File: config.mk
export PLATFORM = sky130hd
export DESIGN_NAME = instr_fetch_unit
export DESIGN_NICKNAME = d
export VERILOG_FILES = /design/src/rtl/instr_fetch_unit.sv
export SDC_FILE = /design/constraint.sdc
export NUM_CORES = 1
export LEC_CHECK = 0
export CORE_MARGIN = 3
export CORE_UTILIZATION = 45
export DETAILED_ROUTE_END_ITERATION = 8
export GPL_TIMING_DRIVEN = 0
export PLACE_DENSITY_LB_ADDON = 0.3
export SLEW_MARGIN = 15
export SYNTH_ARGS = -nofsm -noshare
export SYNTH_HDL_FRONTEND = slang
export SYNTH_SLANG_ARGS = --single-unit
File: constraint.sdc
create_clock -name clk -period 5.75 [get_ports clk]
set_input_delay 1.15 -clock clk [delete_from_list [all_inputs] [get_ports clk]]
set_output_delay 1.15 -clock clk [all_outputs]
set_load 0.05 [all_outputs]
File: src/rtl/instr_fetch_unit.sv
// Instruction fetch unit: owns the PC, issues in-order word reads, buffers returned words and
// presents them with decoded field slices. Optional misaligned-redirect trap: FETCH_MISALIGN_TRAP_EN.
module instr_fetch_unit #(
    parameter logic [31:0] RESET_PC  = 32'h0000_0000,
    parameter int          BUF_DEPTH = 2
) (
    input  logic        clk,
    input  logic        rst,
    output logic        imem_req,
    output logic [31:0] imem_addr,
    input  logic        imem_gnt,
    input  logic        imem_rvalid,
    input  logic [31:0] imem_rdata,
    output logic        if_valid,
    input  logic        id_ready,
    output logic [31:0] if_instr,
    output logic [31:0] if_pc,
    output logic [6:0]  opcode,
    output logic [2:0]  funct3,
    output logic [6:0]  funct7,
    output logic [4:0]  rd,
    output logic [4:0]  rs1,
    output logic [4:0]  rs2,
    input  logic        redirect,
    input  logic [31:0] redirect_pc,
    output logic        fetch_fault
);

    localparam int PW = (BUF_DEPTH > 1) ? $clog2(BUF_DEPTH) : 1;
    localparam int CW = PW + 1;
    // Drop counter is wide so a burst of redirects ignoring credit can never wrap it.
    localparam int DW = 16;
    localparam int SW = DW + 2;

    typedef enum logic [1:0] {
        BOOT,
        RUN
`ifdef FETCH_MISALIGN_TRAP_EN
        , HALT
`endif
    } state_t;

    state_t state_reg, state_next;

    logic [31:0]   pc_reg;
    logic [31:0]   buf_instr_mem [BUF_DEPTH];
    logic [31:0]   buf_pc_mem    [BUF_DEPTH];
    logic [31:0]   pend_pc_mem   [BUF_DEPTH];
    logic [PW-1:0] buf_rd_ptr_reg, buf_wr_ptr_reg;
    logic [PW-1:0] pend_rd_ptr_reg, pend_wr_ptr_reg;
    logic [CW-1:0] buf_cnt_reg, live_cnt_reg;
    logic [DW-1:0] drop_cnt_reg;

    logic [31:0]   redir_pc_aligned;
    logic          redir_bad, redir_ok;
    logic          pop, push, acc, credit_ok;
    logic [SW-1:0] credit_used;
    logic [PW-1:0] pend_waddr;

    assign redir_pc_aligned = {redirect_pc[31:2], 2'b00};

`ifdef FETCH_MISALIGN_TRAP_EN
    logic fault_reg;
    assign redir_bad   = redirect && (redirect_pc[1:0] != 2'b00);
    assign fetch_fault = fault_reg;
`else
    logic unused_lowbits;
    assign unused_lowbits = ^redirect_pc[1:0];
    assign redir_bad      = 1'b0;
    assign fetch_fault    = 1'b0;
`endif

    assign redir_ok = redirect && !redir_bad;

    assign if_valid = (buf_cnt_reg != '0);
    assign pop      = if_valid && id_ready && !redirect;
    assign push     = imem_rvalid && !redirect && (drop_cnt_reg == '0);
    assign acc      = imem_req && imem_gnt;

    // A same-cycle pop frees a slot before any new response can land, so it counts as credit.
    assign credit_used = SW'(drop_cnt_reg) + SW'(live_cnt_reg) + SW'(buf_cnt_reg);
    assign credit_ok   = credit_used < (SW'(BUF_DEPTH) + SW'(pop));

    assign pend_waddr = redirect ? '0 : pend_wr_ptr_reg;

    always_ff @(posedge clk) begin
        if (rst) state_reg <= BOOT;
        else     state_reg <= state_next;
    end

    always_comb begin
        state_next = state_reg;
        imem_req   = 1'b0;
        imem_addr  = pc_reg;
        case (state_reg)
            BOOT:    state_next = RUN;
            RUN:     imem_req   = credit_ok;
`ifdef FETCH_MISALIGN_TRAP_EN
            HALT:    imem_req   = 1'b0;
`endif
            default: state_next = BOOT;
        endcase
        if (redirect) begin
            if (redir_bad) begin
                imem_req = 1'b0;
`ifdef FETCH_MISALIGN_TRAP_EN
                state_next = HALT;
`endif
            end else begin
                imem_req   = 1'b1;
                imem_addr  = redir_pc_aligned;
                state_next = RUN;
            end
        end
    end

    always_ff @(posedge clk) begin
        if (push) begin
            buf_instr_mem[buf_wr_ptr_reg] <= imem_rdata;
            buf_pc_mem[buf_wr_ptr_reg]    <= pend_pc_mem[pend_rd_ptr_reg];
        end
        if (acc) pend_pc_mem[pend_waddr] <= imem_addr;
    end

    always_ff @(posedge clk) begin
        if (rst) begin
            pc_reg          <= RESET_PC;
            buf_rd_ptr_reg  <= '0;
            buf_wr_ptr_reg  <= '0;
            buf_cnt_reg     <= '0;
            pend_rd_ptr_reg <= '0;
            pend_wr_ptr_reg <= '0;
            live_cnt_reg    <= '0;
            drop_cnt_reg    <= '0;
        end else begin
            if (acc)           pc_reg <= imem_addr + 32'd4;
            else if (redir_ok) pc_reg <= redir_pc_aligned;

            if (redirect) begin
                // Everything in flight becomes stale, including a response arriving right now.
                buf_rd_ptr_reg  <= '0;
                buf_wr_ptr_reg  <= '0;
                buf_cnt_reg     <= '0;
                pend_rd_ptr_reg <= '0;
                pend_wr_ptr_reg <= PW'(acc);
                live_cnt_reg    <= CW'(acc);
                drop_cnt_reg    <= DW'(SW'(drop_cnt_reg) + SW'(live_cnt_reg) - SW'(imem_rvalid));
            end else begin
                if (push) buf_wr_ptr_reg <= buf_wr_ptr_reg + PW'(1);
                if (pop)  buf_rd_ptr_reg <= buf_rd_ptr_reg + PW'(1);
                buf_cnt_reg <= buf_cnt_reg + CW'(push) - CW'(pop);

                if (acc)  pend_wr_ptr_reg <= pend_wr_ptr_reg + PW'(1);
                if (push) pend_rd_ptr_reg <= pend_rd_ptr_reg + PW'(1);
                live_cnt_reg <= live_cnt_reg + CW'(acc) - CW'(push);

                if (imem_rvalid && (drop_cnt_reg != '0)) drop_cnt_reg <= drop_cnt_reg - DW'(1);
            end
        end
    end

`ifdef FETCH_MISALIGN_TRAP_EN
    always_ff @(posedge clk) begin
        if (rst)           fault_reg <= 1'b0;
        else if (redirect) fault_reg <= redir_bad;
    end
`endif

    assign if_instr = if_valid ? buf_instr_mem[buf_rd_ptr_reg] : 32'h0;
    assign if_pc    = if_valid ? buf_pc_mem[buf_rd_ptr_reg]    : 32'h0;
    assign opcode   = if_instr[6:0];
    assign rd       = if_instr[11:7];
    assign funct3   = if_instr[14:12];
    assign rs1      = if_instr[19:15];
    assign rs2      = if_instr[24:20];
    assign funct7   = if_instr[31:25];

endmodule

==> results_dict.tcl <==
set metrics [dict create \
    min_path_cells 1 \
    dr_total_vias 8372 \
    clk_pin_slew_ns 0.06 \
    synth.cell_area_mm2 0.0118 \
    maxSlewHeadroom_pct 39.0 \
    leakage_nw 5.29 \
    hold_ws_ns 0.451 \
    final_layout_size_suffix_gt1_share_pct 13.4 \
    grt_use_total_pct 20.3 \
    cts_buffers 27 \
    ys_ff_latch 251 \
    multi_input_area_mm2 0.00428 \
    total_power_mw 4.87 \
    ios 201 \
    min_path_type "flip-flop to flip-flop" \
    portBuffers 195 \
    coreArea_mm2 0.0255 \
    path_class "input port to output pin" \
    synth_warnings 0 \
    fin_crit_ns 5.62 \
    yosys_most_used_dff "edfxtp_1" \
    worstPathMaxFanout 19 \
    synth_cells 980 \
    clock-skew-final_ns 0.0152 \
    post-cts-setup-buffers 0 \
    register_area_mm2 0.00695 \
    rrSetupSlack_ns 0.85 \
    die_w_um 168 \
    grt_pass1_wl_um 45800 \
    worst_r2r_endpoint "pc_reg[13]" \
    n_antenna_cell 0 \
    drt-initial-drc-count 529 \
    htreeDepth 1 \
    syn_area_per_cell_um2 12.1 \
    clock_path_buffers 3 \
    synth_edf_count 192 \
    root_buffer "clkbuf_16" \
    drtPass1Iterations 7 \
    fmax_mhz 178 \
    grt.overflow.total 0 \
    maxCapViolCount 0 \
    worst_setup_path_start_kind "input port" \
    finalCritPeriodShare_pct 97.8 \
    synth.distinct_cells 71 \
    ant_nets 0 \
    place.gp.congestion 0.899 \
    r2r_cells 13 \
    timing.rr.start "drop_cnt_reg[0]" \
    worstPathArrival_ns 4.47 \
    fin_tns_setup_ns 0 \
    antenna_found_initial 0 \
    cp.required_ns 4.60 \
    seq_area_frac_synth_pct 58.7 \
    ctsHoldBuffers 0 \
    largestRegisters "buf_instr_mem (64), buf_pc_mem (64), pend_pc_mem (64)" \
    nFillCells 2095 \
    power_density_mw_per_mm2 320 \
    hpwl_um 21500 \
    drc_errors 0 \
    routed_wl_um 29700 \
    start_util_pct 46.4 \
    slew_violations 0 \
    hold_path_end "pc_reg[1]" \
    nNetsFinal 1291 \
    utilization_pct 59.8 \
    holdCritStartpoint "pc_reg[1]" \
    status "completed" \
    end_kind "output pin" \
    crit_start "redirect" \
    route.detailed.wl_per_inst_um 19.1 \
    grt_start_max_net_pins 50 \
    syn-num-nets 1064 \
    synth-async-reset-ratio_pct 0 \
    final_hold_viol_count 0 \
    worstMarginPinSlew_ns 0.903 \
    setup_viol 0 \
    rows 58 \
    grt_pass1_vias 8185 \
    via_per_inst 5.37 \
    clk_latency_ns 0.53 \
    cts_tree "built" \
    die_area_mm2 0.0283 \
    rsz0062_at_grt "no" \
    die_h_um 168 \
    cts_sinks 251 \
    area_delta_synth_final_pct 28.7 \
    peakVddDrop_mv 0.224 \
]
## Yosys cell counts (12+ instances only)
cell | instances | area share (%)
edfxtp_1 | 192 | 49
nor2_1 | 129 | 4.1
mux2i_1 | 82 | 6.9
dfxtp_1 | 59 | 10
mux2_2 | 47 | 4.5
nor3_1 | 44 | 1.9
inv_1 | 36 | 1.1
buf_4 | 35 | 2.2
clkbuf_1 | 32 | 1.0
nand2_1 | 29 | 0.92
xnor2_1 | 28 | 2.1
xor2_1 | 18 | 1.3
a21oi_1 | 17 | 0.72
nand3_1 | 16 | 0.68
a31oi_1 | 15 | 0.79
nor4_1 | 15 | 0.79
ha_1 | 12 | 1.3
## cells by family after synthesis
logic type | synth area share (%)
multiplexers | 11.5
flip-flops | 58.7
AND/OR/NAND/NOR | 13.3
AO/OA/AOI/OAI | 6.01
XOR/XNOR | 3.54
adder cells (fa/ha/maj) | 1.61
other | 0.0317
buffers and inverters | 5.25
## how the worst max path moves through the flow
stage	endpoint	slack [ns]	depth (start not counted)
2_1_floorplan	pend_pc_mem[1][0]	0.45	13
3_3_place_gp	pend_pc_mem[1][18]	-1.60	10
3_5_place_dp	imem_addr[1]	-1.64	10
4_1_cts	imem_req	0.09	12
5_1_grt	imem_req	0.009	12
6_report	imem_addr[1]	0.13	8
## worst max-delay path, stage by stage
cell             delay (ns)
clkdlybuf4s50_1        0.51
buf_4                  0.32
clkbuf_2               0.37
clkbuf_2               0.50
clkbuf_2               0.38
clkbuf_2               0.36
nor2b_1                0.14
clkdlybuf4s50_1        0.73
## metrics by stage
stage / setup slack (ns) / std cells / instance area [um2]
after floorplan: 0.454 / 980 / 11800
after global placement: -1.60 / 1505 / 14200
after detailed placement: -1.64 / 1510 / 14300
after CTS: 0.0887 / 1558 / 15200
after global routing: 0.00934 / 1558 / 15200
final: 0.127 / 1558 / 15200
## final cells by class
class | instances | area share, %
Timing Repair Buffer | 200 | 13.5
Inverter | 37 | 0.912
Buffer | 86 | 3.16
Multi-Input combinational cell | 604 | 28.1
Clock inverter | 11 | 0.888
Clock buffer | 39 | 5.06
Sequential cell | 251 | 45.6
Tap cell | 330 | 2.71
## cell usage in the layout (no fill, tap or decap), types with 34 or more instances in the layout
cell type / n
mux2i_1: 82
dfxtp_1: 59
mux2_2: 47
edfxtp_1: 192
nor3_1: 44
clkdlybuf4s50_1: 194
buf_4: 36
clkbuf_1: 34
inv_1: 35
nor2_1: 127
## power breakdown
part / internal, mW / switching, mW / total, mW
Sequential: 2.07 / 0.0373 / 2.11
Combinational: 0.391 / 0.647 / 1.04
Clock: 1.03 / 0.696 / 1.73
## routing by layer
layer	up-vias	routed length [um]	track usage (%)
met1	4018	13000	27.8
li1	3997	-	-
met3	44	2060	3.50
met2	313	14100	33.9
met5	-	0	0
met4	0	630	4.77
## what timing repair did
| action | CTS | global route |
|---|---|---|
| resized for setup | 11 | 2 |
| setup endpoints to repair | 17 | 1 |
| pin swaps | 0 | 0 |
Note: power is estimated with default switching activity, not from simulation.
